**config.mk**
```make
export PLATFORM = sky130hd
export DESIGN_NAME = inst_queue
export DESIGN_NICKNAME = d
export VERILOG_FILES = /design/src/rtl/inst_queue_pkg.sv /design/src/rtl/inst_queue_chk.sv /design/src/rtl/inst_queue_entry_mem.sv /design/src/rtl/inst_queue.sv
export SDC_FILE = /design/constraint.sdc
export NUM_CORES = 2
export LEC_CHECK = 0
export ABC_AREA = 0
export CAP_MARGIN = 10
export CORE_MARGIN = 10
export CORE_UTILIZATION = 40
export CTS_CLUSTER_DIAMETER = 200
export DETAILED_ROUTE_END_ITERATION = 6
export PLACE_DENSITY = 0.6
export SYNTH_ARGS = -nofsm -noshare
export SYNTH_HDL_FRONTEND = slang
export SYNTH_SLANG_ARGS = --single-unit
```
**constraint.sdc**
```tcl
create_clock -name clock_i -period 38.8 [get_ports clock_i]
set_input_delay 7.76 -clock clock_i [delete_from_list [all_inputs] [get_ports clock_i]]
set_output_delay 7.76 -clock clock_i [all_outputs]
set_load 0.02 [all_outputs]
```
**src/rtl/inst_queue_pkg.sv**
```systemverilog
// Shared definitions for the dual-issue instruction queue.
// Holds the NOP encoding, the control-bus width, the entry layout and the
// default queue depth, plus helpers that build or blank an entry.
`ifndef CTRL_BUS
`define CTRL_BUS 16
`endif

package inst_queue_pkg;

    localparam int          CTRL_W   = `CTRL_BUS;
    localparam int          IQ_DEPTH = 8;
    localparam logic [31:0] NOP_INST = 32'h0000_0013;

    // One queued instruction: word, decoded control, prediction and PC
    typedef struct packed {
        logic [31:0]       inst;
        logic [CTRL_W-1:0] ctrl;
        logic              pred;
        logic [31:0]       pred_tgt;
        logic [31:0]       pc;
    } iq_entry_t;

    localparam int ENTRY_W = 32 + CTRL_W + 1 + 32 + 32;

    // Bubble shown on an empty slot: ADDI x0,x0,0 with all control cleared,
    // so issue sees no register write and no dependency.
    function automatic iq_entry_t nop_entry();
        iq_entry_t e;
        e.inst     = NOP_INST;
        e.ctrl     = {CTRL_W{1'b0}};
        e.pred     = 1'b0;
        e.pred_tgt = 32'h0000_0000;
        e.pc       = 32'h0000_0000;
        return e;
    endfunction

    function automatic iq_entry_t make_entry(
        input logic [31:0]       inst,
        input logic [CTRL_W-1:0] ctrl,
        input logic              pred,
        input logic [31:0]       pred_tgt,
        input logic [31:0]       pc
    );
        iq_entry_t e;
        e.inst     = inst;
        e.ctrl     = ctrl;
        e.pred     = pred;
        e.pred_tgt = pred_tgt;
        e.pc       = pc;
        return e;
    endfunction

endpackage

```
**src/rtl/inst_queue_chk.sv**
```systemverilog
// Protocol checker for the decode side of the instruction queue.
// Ports: clock_i, reset_i, in_valid0_i, in_valid1_i.
// Decode must never present slot 1 without slot 0.
module inst_queue_chk (
    input logic clock_i,
    input logic reset_i,
    input logic in_valid0_i,
    input logic in_valid1_i
);

    slot1_needs_slot0_a: assert property (
        @(posedge clock_i) disable iff (reset_i) in_valid1_i |-> in_valid0_i
    );

endmodule

```
**src/rtl/inst_queue_entry_mem.sv**
```systemverilog
// iq_entry_mem: DEPTH x entry storage for the instruction queue.
// Ports: clock_i/reset_i; two write ports (wr_en*, wr_addr*, wr_data*) used
// for tail and tail+1; two combinational read ports (rd_addr*, rd_data*)
// used for head and head+1.
module iq_entry_mem
    import inst_queue_pkg::*;
#(
    parameter int DEPTH = IQ_DEPTH,
    parameter int PTR_W = $clog2(DEPTH)
) (
    input  logic             clock_i,
    input  logic             reset_i,
    input  logic             wr_en0,
    input  logic [PTR_W-1:0] wr_addr0,
    input  iq_entry_t        wr_data0,
    input  logic             wr_en1,
    input  logic [PTR_W-1:0] wr_addr1,
    input  iq_entry_t        wr_data1,
    input  logic [PTR_W-1:0] rd_addr0,
    output iq_entry_t        rd_data0,
    input  logic [PTR_W-1:0] rd_addr1,
    output iq_entry_t        rd_data1
);

    iq_entry_t mem_r [DEPTH];

    // Entry storage; the two write addresses are always distinct (tail, tail+1)
    always_ff @(posedge clock_i or posedge reset_i) begin
        if (reset_i) begin
            for (int i = 0; i < DEPTH; i++) begin
                mem_r[i] <= '0;
            end
        end else begin
            if (wr_en0) begin
                mem_r[wr_addr0] <= wr_data0;
            end
            if (wr_en1) begin
                mem_r[wr_addr1] <= wr_data1;
            end
        end
    end

    assign rd_data0 = mem_r[rd_addr0];
    assign rd_data1 = mem_r[rd_addr1];

endmodule

```
**src/rtl/inst_queue.sv**
```systemverilog
// inst_queue: two-in / two-out instruction queue between decode and issue.
// Ports: clock_i, reset_i (async, active high), flush_i; decode pair
// in_valid*/in_inst*/in_ctrl*/in_pred*/in_pred_tgt*/in_pc* with in_ready_o;
// issue feedback stall_i, issue0_special_stall_i, issue1_special_stall_i;
// issue pair out_valid*/inst*/ctrl*/pred_*/pred_tgt_*/pc_*; count_o.
// Optional build macro IQ_BYPASS_EN: an empty queue forwards the incoming
// pair straight to the outputs in the same cycle and only stores what issue
// does not consume.
`ifndef CTRL_BUS
`define CTRL_BUS 16
`endif

module inst_queue
    import inst_queue_pkg::*;
#(
    parameter int DEPTH = IQ_DEPTH,
    parameter int PTR_W = $clog2(DEPTH)
) (
    input  logic                 clock_i,
    input  logic                 reset_i,
    input  logic                 flush_i,
    input  logic                 in_valid0_i,
    input  logic                 in_valid1_i,
    input  logic [31:0]          in_inst0_i,
    input  logic [31:0]          in_inst1_i,
    input  logic [`CTRL_BUS-1:0] in_ctrl0_i,
    input  logic [`CTRL_BUS-1:0] in_ctrl1_i,
    input  logic                 in_pred0_i,
    input  logic                 in_pred1_i,
    input  logic [31:0]          in_pred_tgt0_i,
    input  logic [31:0]          in_pred_tgt1_i,
    input  logic [31:0]          in_pc0_i,
    input  logic [31:0]          in_pc1_i,
    output logic                 in_ready_o,
    input  logic                 stall_i,
    input  logic                 issue0_special_stall_i,
    input  logic                 issue1_special_stall_i,
    output logic                 out_valid0_o,
    output logic                 out_valid1_o,
    output logic [31:0]          inst0_o,
    output logic [31:0]          inst1_o,
    output logic [`CTRL_BUS-1:0] ctrl0_o,
    output logic [`CTRL_BUS-1:0] ctrl1_o,
    output logic                 pred_0_o,
    output logic                 pred_1_o,
    output logic [31:0]          pred_tgt_0_o,
    output logic [31:0]          pred_tgt_1_o,
    output logic [31:0]          pc_0_o,
    output logic [31:0]          pc_1_o,
    output logic [PTR_W:0]       count_o
);

    localparam logic [PTR_W:0] DEPTH_C = (PTR_W+1)'(DEPTH);
    localparam logic [PTR_W:0] CNT_ONE = (PTR_W+1)'(1);
    localparam logic [PTR_W:0] CNT_TWO = (PTR_W+1)'(2);

    logic [PTR_W-1:0] head_r, tail_r;
    logic [PTR_W:0]   count_r;

    iq_entry_t        in_e0_s, in_e1_s, push0_s, wr_data0_s;
    iq_entry_t        rd0_s, rd1_s, view0_s, view1_s, out0_s, out1_s;
    logic [1:0]       npush_s, npop_s, nwr_s, nhead_s;
    logic [PTR_W:0]   avail_s;
    logic             ready_s, byp_s, vld0_s, vld1_s;

    assign ready_s = (DEPTH_C - count_r) >= CNT_TWO;

`ifdef IQ_BYPASS_EN
    assign byp_s = (count_r == {(PTR_W+1){1'b0}}) && !flush_i;
`else
    assign byp_s = 1'b0;
`endif

    // Pack the decode pair; a lone slot-1 valid is demoted to a slot-0 push
    always_comb begin
        in_e0_s = make_entry(in_inst0_i, in_ctrl0_i, in_pred0_i, in_pred_tgt0_i, in_pc0_i);
        in_e1_s = make_entry(in_inst1_i, in_ctrl1_i, in_pred1_i, in_pred_tgt1_i, in_pc1_i);
        if (in_valid0_i) begin
            push0_s = in_e0_s;
            npush_s = in_valid1_i ? 2'd2 : 2'd1;
        end else if (in_valid1_i) begin
            push0_s = in_e1_s;
            npush_s = 2'd1;
        end else begin
            push0_s = in_e0_s;
            npush_s = 2'd0;
        end
    end

    // Retire count from issue feedback, bounded by what is actually visible
    always_comb begin
        avail_s = byp_s ? (PTR_W+1)'(npush_s) : count_r;
        if (stall_i || issue0_special_stall_i) begin
            npop_s = 2'd0;
        end else if (issue1_special_stall_i) begin
            npop_s = (avail_s >= CNT_ONE) ? 2'd1 : 2'd0;
        end else if (avail_s >= CNT_TWO) begin
            npop_s = 2'd2;
        end else if (avail_s == CNT_ONE) begin
            npop_s = 2'd1;
        end else begin
            npop_s = 2'd0;
        end
    end

    // Bypassed pops consume incoming instructions, not stored ones, so only
    // the leftovers are written and head does not move.
    always_comb begin
        if (byp_s) begin
            nwr_s   = npush_s - npop_s;
            nhead_s = 2'd0;
        end else if (ready_s && !flush_i) begin
            nwr_s   = npush_s;
            nhead_s = npop_s;
        end else begin
            nwr_s   = 2'd0;
            nhead_s = flush_i ? 2'd0 : npop_s;
        end
        if (byp_s && (npop_s == 2'd1)) begin
            wr_data0_s = in_e1_s;
        end else begin
            wr_data0_s = push0_s;
        end
    end

    // Queue pointers and occupancy; flush empties the queue next cycle
    always_ff @(posedge clock_i or posedge reset_i) begin
        if (reset_i) begin
            head_r  <= {PTR_W{1'b0}};
            tail_r  <= {PTR_W{1'b0}};
            count_r <= {(PTR_W+1){1'b0}};
        end else if (flush_i) begin
            head_r  <= {PTR_W{1'b0}};
            tail_r  <= {PTR_W{1'b0}};
            count_r <= {(PTR_W+1){1'b0}};
        end else begin
            head_r  <= head_r + PTR_W'(nhead_s);
            tail_r  <= tail_r + PTR_W'(nwr_s);
            count_r <= count_r + (PTR_W+1)'(nwr_s) - (PTR_W+1)'(nhead_s);
        end
    end

    iq_entry_mem #(.DEPTH(DEPTH), .PTR_W(PTR_W)) u_mem (
        .clock_i  (clock_i),
        .reset_i  (reset_i),
        .wr_en0   (nwr_s != 2'd0),
        .wr_addr0 (tail_r),
        .wr_data0 (wr_data0_s),
        .wr_en1   (nwr_s == 2'd2),
        .wr_addr1 (tail_r + PTR_W'(1)),
        .wr_data1 (in_e1_s),
        .rd_addr0 (head_r),
        .rd_data0 (rd0_s),
        .rd_addr1 (head_r + PTR_W'(1)),
        .rd_data1 (rd1_s)
    );

    inst_queue_chk u_chk (
        .clock_i     (clock_i),
        .reset_i     (reset_i),
        .in_valid0_i (in_valid0_i),
        .in_valid1_i (in_valid1_i)
    );

    // Issue-side view: stored head pair, or the incoming pair when bypassing;
    // invalid slots are replaced by a harmless NOP
    always_comb begin
        if (byp_s) begin
            view0_s = push0_s;
            view1_s = in_e1_s;
            vld0_s  = (npush_s != 2'd0);
            vld1_s  = (npush_s == 2'd2);
        end else begin
            view0_s = rd0_s;
            view1_s = rd1_s;
            vld0_s  = (count_r >= CNT_ONE);
            vld1_s  = (count_r >= CNT_TWO);
        end
        out0_s = vld0_s ? view0_s : nop_entry();
        out1_s = vld1_s ? view1_s : nop_entry();
    end

    assign in_ready_o   = ready_s;
    assign out_valid0_o = vld0_s;
    assign out_valid1_o = vld1_s;
    assign inst0_o      = out0_s.inst;
    assign inst1_o      = out1_s.inst;
    assign ctrl0_o      = out0_s.ctrl;
    assign ctrl1_o      = out1_s.ctrl;
    assign pred_0_o     = out0_s.pred;
    assign pred_1_o     = out1_s.pred;
    assign pred_tgt_0_o = out0_s.pred_tgt;
    assign pred_tgt_1_o = out1_s.pred_tgt;
    assign pc_0_o       = out0_s.pc;
    assign pc_1_o       = out1_s.pc;
    assign count_o      = count_r;

endmodule

```
==> flow_metrics.env <==
export IMPL_synth_largest_type_area_fraction=0.4010
export IMPL_gpl_final_weighted_congestion=0.8423
export IMPL_route_detailed_vias_per_inst=7.239
export IMPL_hold_class="reg2reg"
export IMPL_cp_slowest_cell="dfrtp_4"
export IMPL_post_route_cells_drive_above_1_share=0.1498
export IMPL_cts_buffer_depth=3
export IMPL_worst_pin_slew_ns=1.307
export IMPL_port_buffers=466
export IMPL_critPathKind="reg2out"
export IMPL_htreeDepth=3
export IMPL_tns_ns=0
export IMPL_placed_cells=6898
export IMPL_sequential_area_share_after_synthesis=0.4010
export IMPL_critical_path_top_cell_by_count="buf_4"
export IMPL_antenna_found_initial=2
export IMPL_drtIter0Drc=6465
export IMPL_final_min_period_over_clock_period=0.3613
export IMPL_tritoncts="built"
export IMPL_cts_root_buf="clkbuf_16"
export IMPL_gr_total_overflow=0
export IMPL_cts_sinks=914
export IMPL_slew_headroom=0.1286
export IMPL_layout_cells_non_filler=7100
export IMPL_grt_pass1_vias=52001
export IMPL_dr_pass1_iters=6
export IMPL_netlist_area_um2=57030
export IMPL_cells_taking_the_most_area_after_synthesis="dfrtp_1, mux4_2, o22a_1, a2bb2oi_1, a22oi_1"
export IMPL_dieWidth_um=397.6
export IMPL_dieArea_um2=158100
export IMPL_grt_first_pass_wirelength_um=359500
export IMPL_worstPathArrival_ns=6.26
export IMPL_ir_drop_uv=97.53
export IMPL_final_hpwl_dp_um=132700
export IMPL_synth_ff_type="dfrtp_1"
export IMPL_grt_max_degree=209
export IMPL_core_area_um2=141600
export IMPL_timing_final_crit_period_ns=14.02
export IMPL_rows=138
export IMPL_routedWlPerCell_um=34.53
export IMPL_cp_required_ns=31.04
export IMPL_fmax_mhz=71.34
export IMPL_finalSetupViolations=0
export IMPL_synth_warnings=0
export IMPL_total_power_density_per_cell_area_nw_per_um2=81.36
export IMPL_most_used_cells_in_the_layout_excluding_fill_and_tap_cells="dfrtp_1, clkdlybuf4s50_1, a22oi_1"
export IMPL_crit_path_max_incr_delay_ns=1.14
export IMPL_groute_usage_overall=0.2988
export IMPL_rsz0062_at_grt="no"
export IMPL_clkLatencyLatePin_ns=0.75
export IMPL_endpoint_kind="output pin"
export IMPL_cap_viol_max_count=0
export IMPL_ys_seq_elements=914
export IMPL_post_cts_setup_buffer_count=0
export IMPL_routed_wirelength_um=245200
export IMPL_synth_fp_nets=5311
export IMPL_cp_start_kind="flop"
export IMPL_area_growth_syn_to_layout_pct=16.60
export IMPL_num_vias=51394
export IMPL_avgSynthCellArea_um2=11.27
export IMPL_ant_nets=0
export IMPL_crit_path_cell_trace="ha_4 -> buf_4 -> buf_4 -> mux4_2 -> nand2_1 -> a21oi_1 -> clkdlybuf4s50_1"
export IMPL_power_static_leakage_nw=23.42
export IMPL_chipHeight_um=397.6
export IMPL_syn_inst=5059
export IMPL_finalHoldViolations=0
export IMPL_skew_ns=0.04314
export IMPL_starting_density_of_the_core=0.4028
export IMPL_synth_largest_area_cell="dfrtp_1"
export IMPL_synth_cell_types=48
export IMPL_cts_hold_buffers=0
export IMPL_design_final_nets=5369
export IMPL_timing_final_max_slew_violations=0
export IMPL_remaining_drc_errors=0
export IMPL_ys_async_sr_fraction=1.000
export IMPL_cts_buffers=107
export IMPL_crit_fanout=56
export IMPL_post_cts_resized=0
export IMPL_synth_edf_count=0
export IMPL_outcome="complete, no violations"
export IMPL_final_common_cell="dfrtp_1"
export IMPL_clk_pin_slew_worst_paths_ns=0.06
export IMPL_io_pins=467
==> state kept, by name, indices dropped and copies added, names as in the netlist <==
register / cells
u_mem.mem_r: 904
count_o: 4
head_r: 3
tail_r: 3
==> kinds of logic after synthesis <==
logic type	share of synthesized area
buf+inv	0.04570
xor+xnor	0.001075
mux	0.2181
flops	0.4010
fa+ha+maj	0.004475
compound gates	0.2601
simple gates	0.06950
==> cells in the mapped netlist (113+ instances only) <==
master       n
buf_2      118
mux4_2     452
mux2i_1    226
nand2_1    349
o22ai_1    448
a2bb2oi_1  448
a22oi_1    457
dfrtp_1    914
nor2_1     238
clkbuf_1   400
o22a_1     456
and2_1     113
a21oi_1    120
==> per-layer routing <==
metal,global-route usage,wire length (um),vias to the layer above
met5,0,13,-
met4,0.1530,13130,2
met3,0.08089,28630,788
met2,0.4466,109000,3889
met1,0.3970,94390,26338
li1,-,-,20377
==> worst paths after layout <==
kind                                    end  slack, ns  cells after the start        startpoint
setup / recovery                 pc_1_o[19]      24.78                      7         head_r[1]
hold / removal             u_mem.mem_r[225]       0.52                      1  u_mem.mem_r[225]
setup reg to reg           u_mem.mem_r[577]      34.36                      7         tail_r[2]
hold reg to reg            u_mem.mem_r[225]       0.52                      1  u_mem.mem_r[225]
max in group asynchronous  u_mem.mem_r[858]      27.30                      6           reset_i
min in group asynchronous  u_mem.mem_r[369]       7.61                      2           reset_i
==> layout make-up <==
class / instances / area, um2
Antenna cell: 4 / 10.01
Clock buffer: 151 / 3115
Clock inverter: 47 / 601.8
Fill cell: 12996 / 75080
Inverter: 17 / 81.33
Multi-Input combinational cell: 3503 / 31840
Sequential cell: 914 / 22890
Tap cell: 1890 / 2365
Timing Repair Buffer: 574 / 5600
==> metrics by stage <==
| stage | setup WS (ns) | util | hold WS, ns | power, mW | area (um2) |
|---|---|---|---|---|---|
| final | 24.78 | 0.4697 | 0.5158 | 5.410 | 66500 |
| after global routing | 24.43 | 0.4696 | 0.5344 | 5.620 | 66490 |
| after CTS | 24.63 | 0.4696 | 0.5126 | 5.381 | 66490 |
| after detailed placement | 25.48 | 0.4434 | 0.5031 | 4.291 | 62770 |
| after global placement | 25.52 | 0.4434 | 0.4970 | 4.260 | 62770 |
| after floorplan | 5.342 | - | 0.4716 | 3.208 | 57030 |
==> report_power, final <==
| group | switching [mW] | total, mW | leakage (nW) | internal (mW) |
|---|---|---|---|---|
| combinational | 1.53 | 2.72 | 10.1 | 1.19 |
| clock | 0.449 | 1.08 | 1.85 | 0.633 |
| sequential | 0.302 | 1.61 | 11.5 | 1.31 |
| total | 2.28 | 5.41 | 23.4 | 3.13 |
==> worst max-delay path, delay by kind of cell, from the launching register on <==
family / cells / cell delay [ns]
and+or+nand+nor: 1 / 0.05
buffers and inverters: 3 / 2.49
adders and majority gates: 1 / 0.90
DFF: 1 / 1.14
muxes: 1 / 0.37
AOI/OAI and AO/OA: 1 / 0.45
Note: power is estimated with default switching activity, not from simulation.
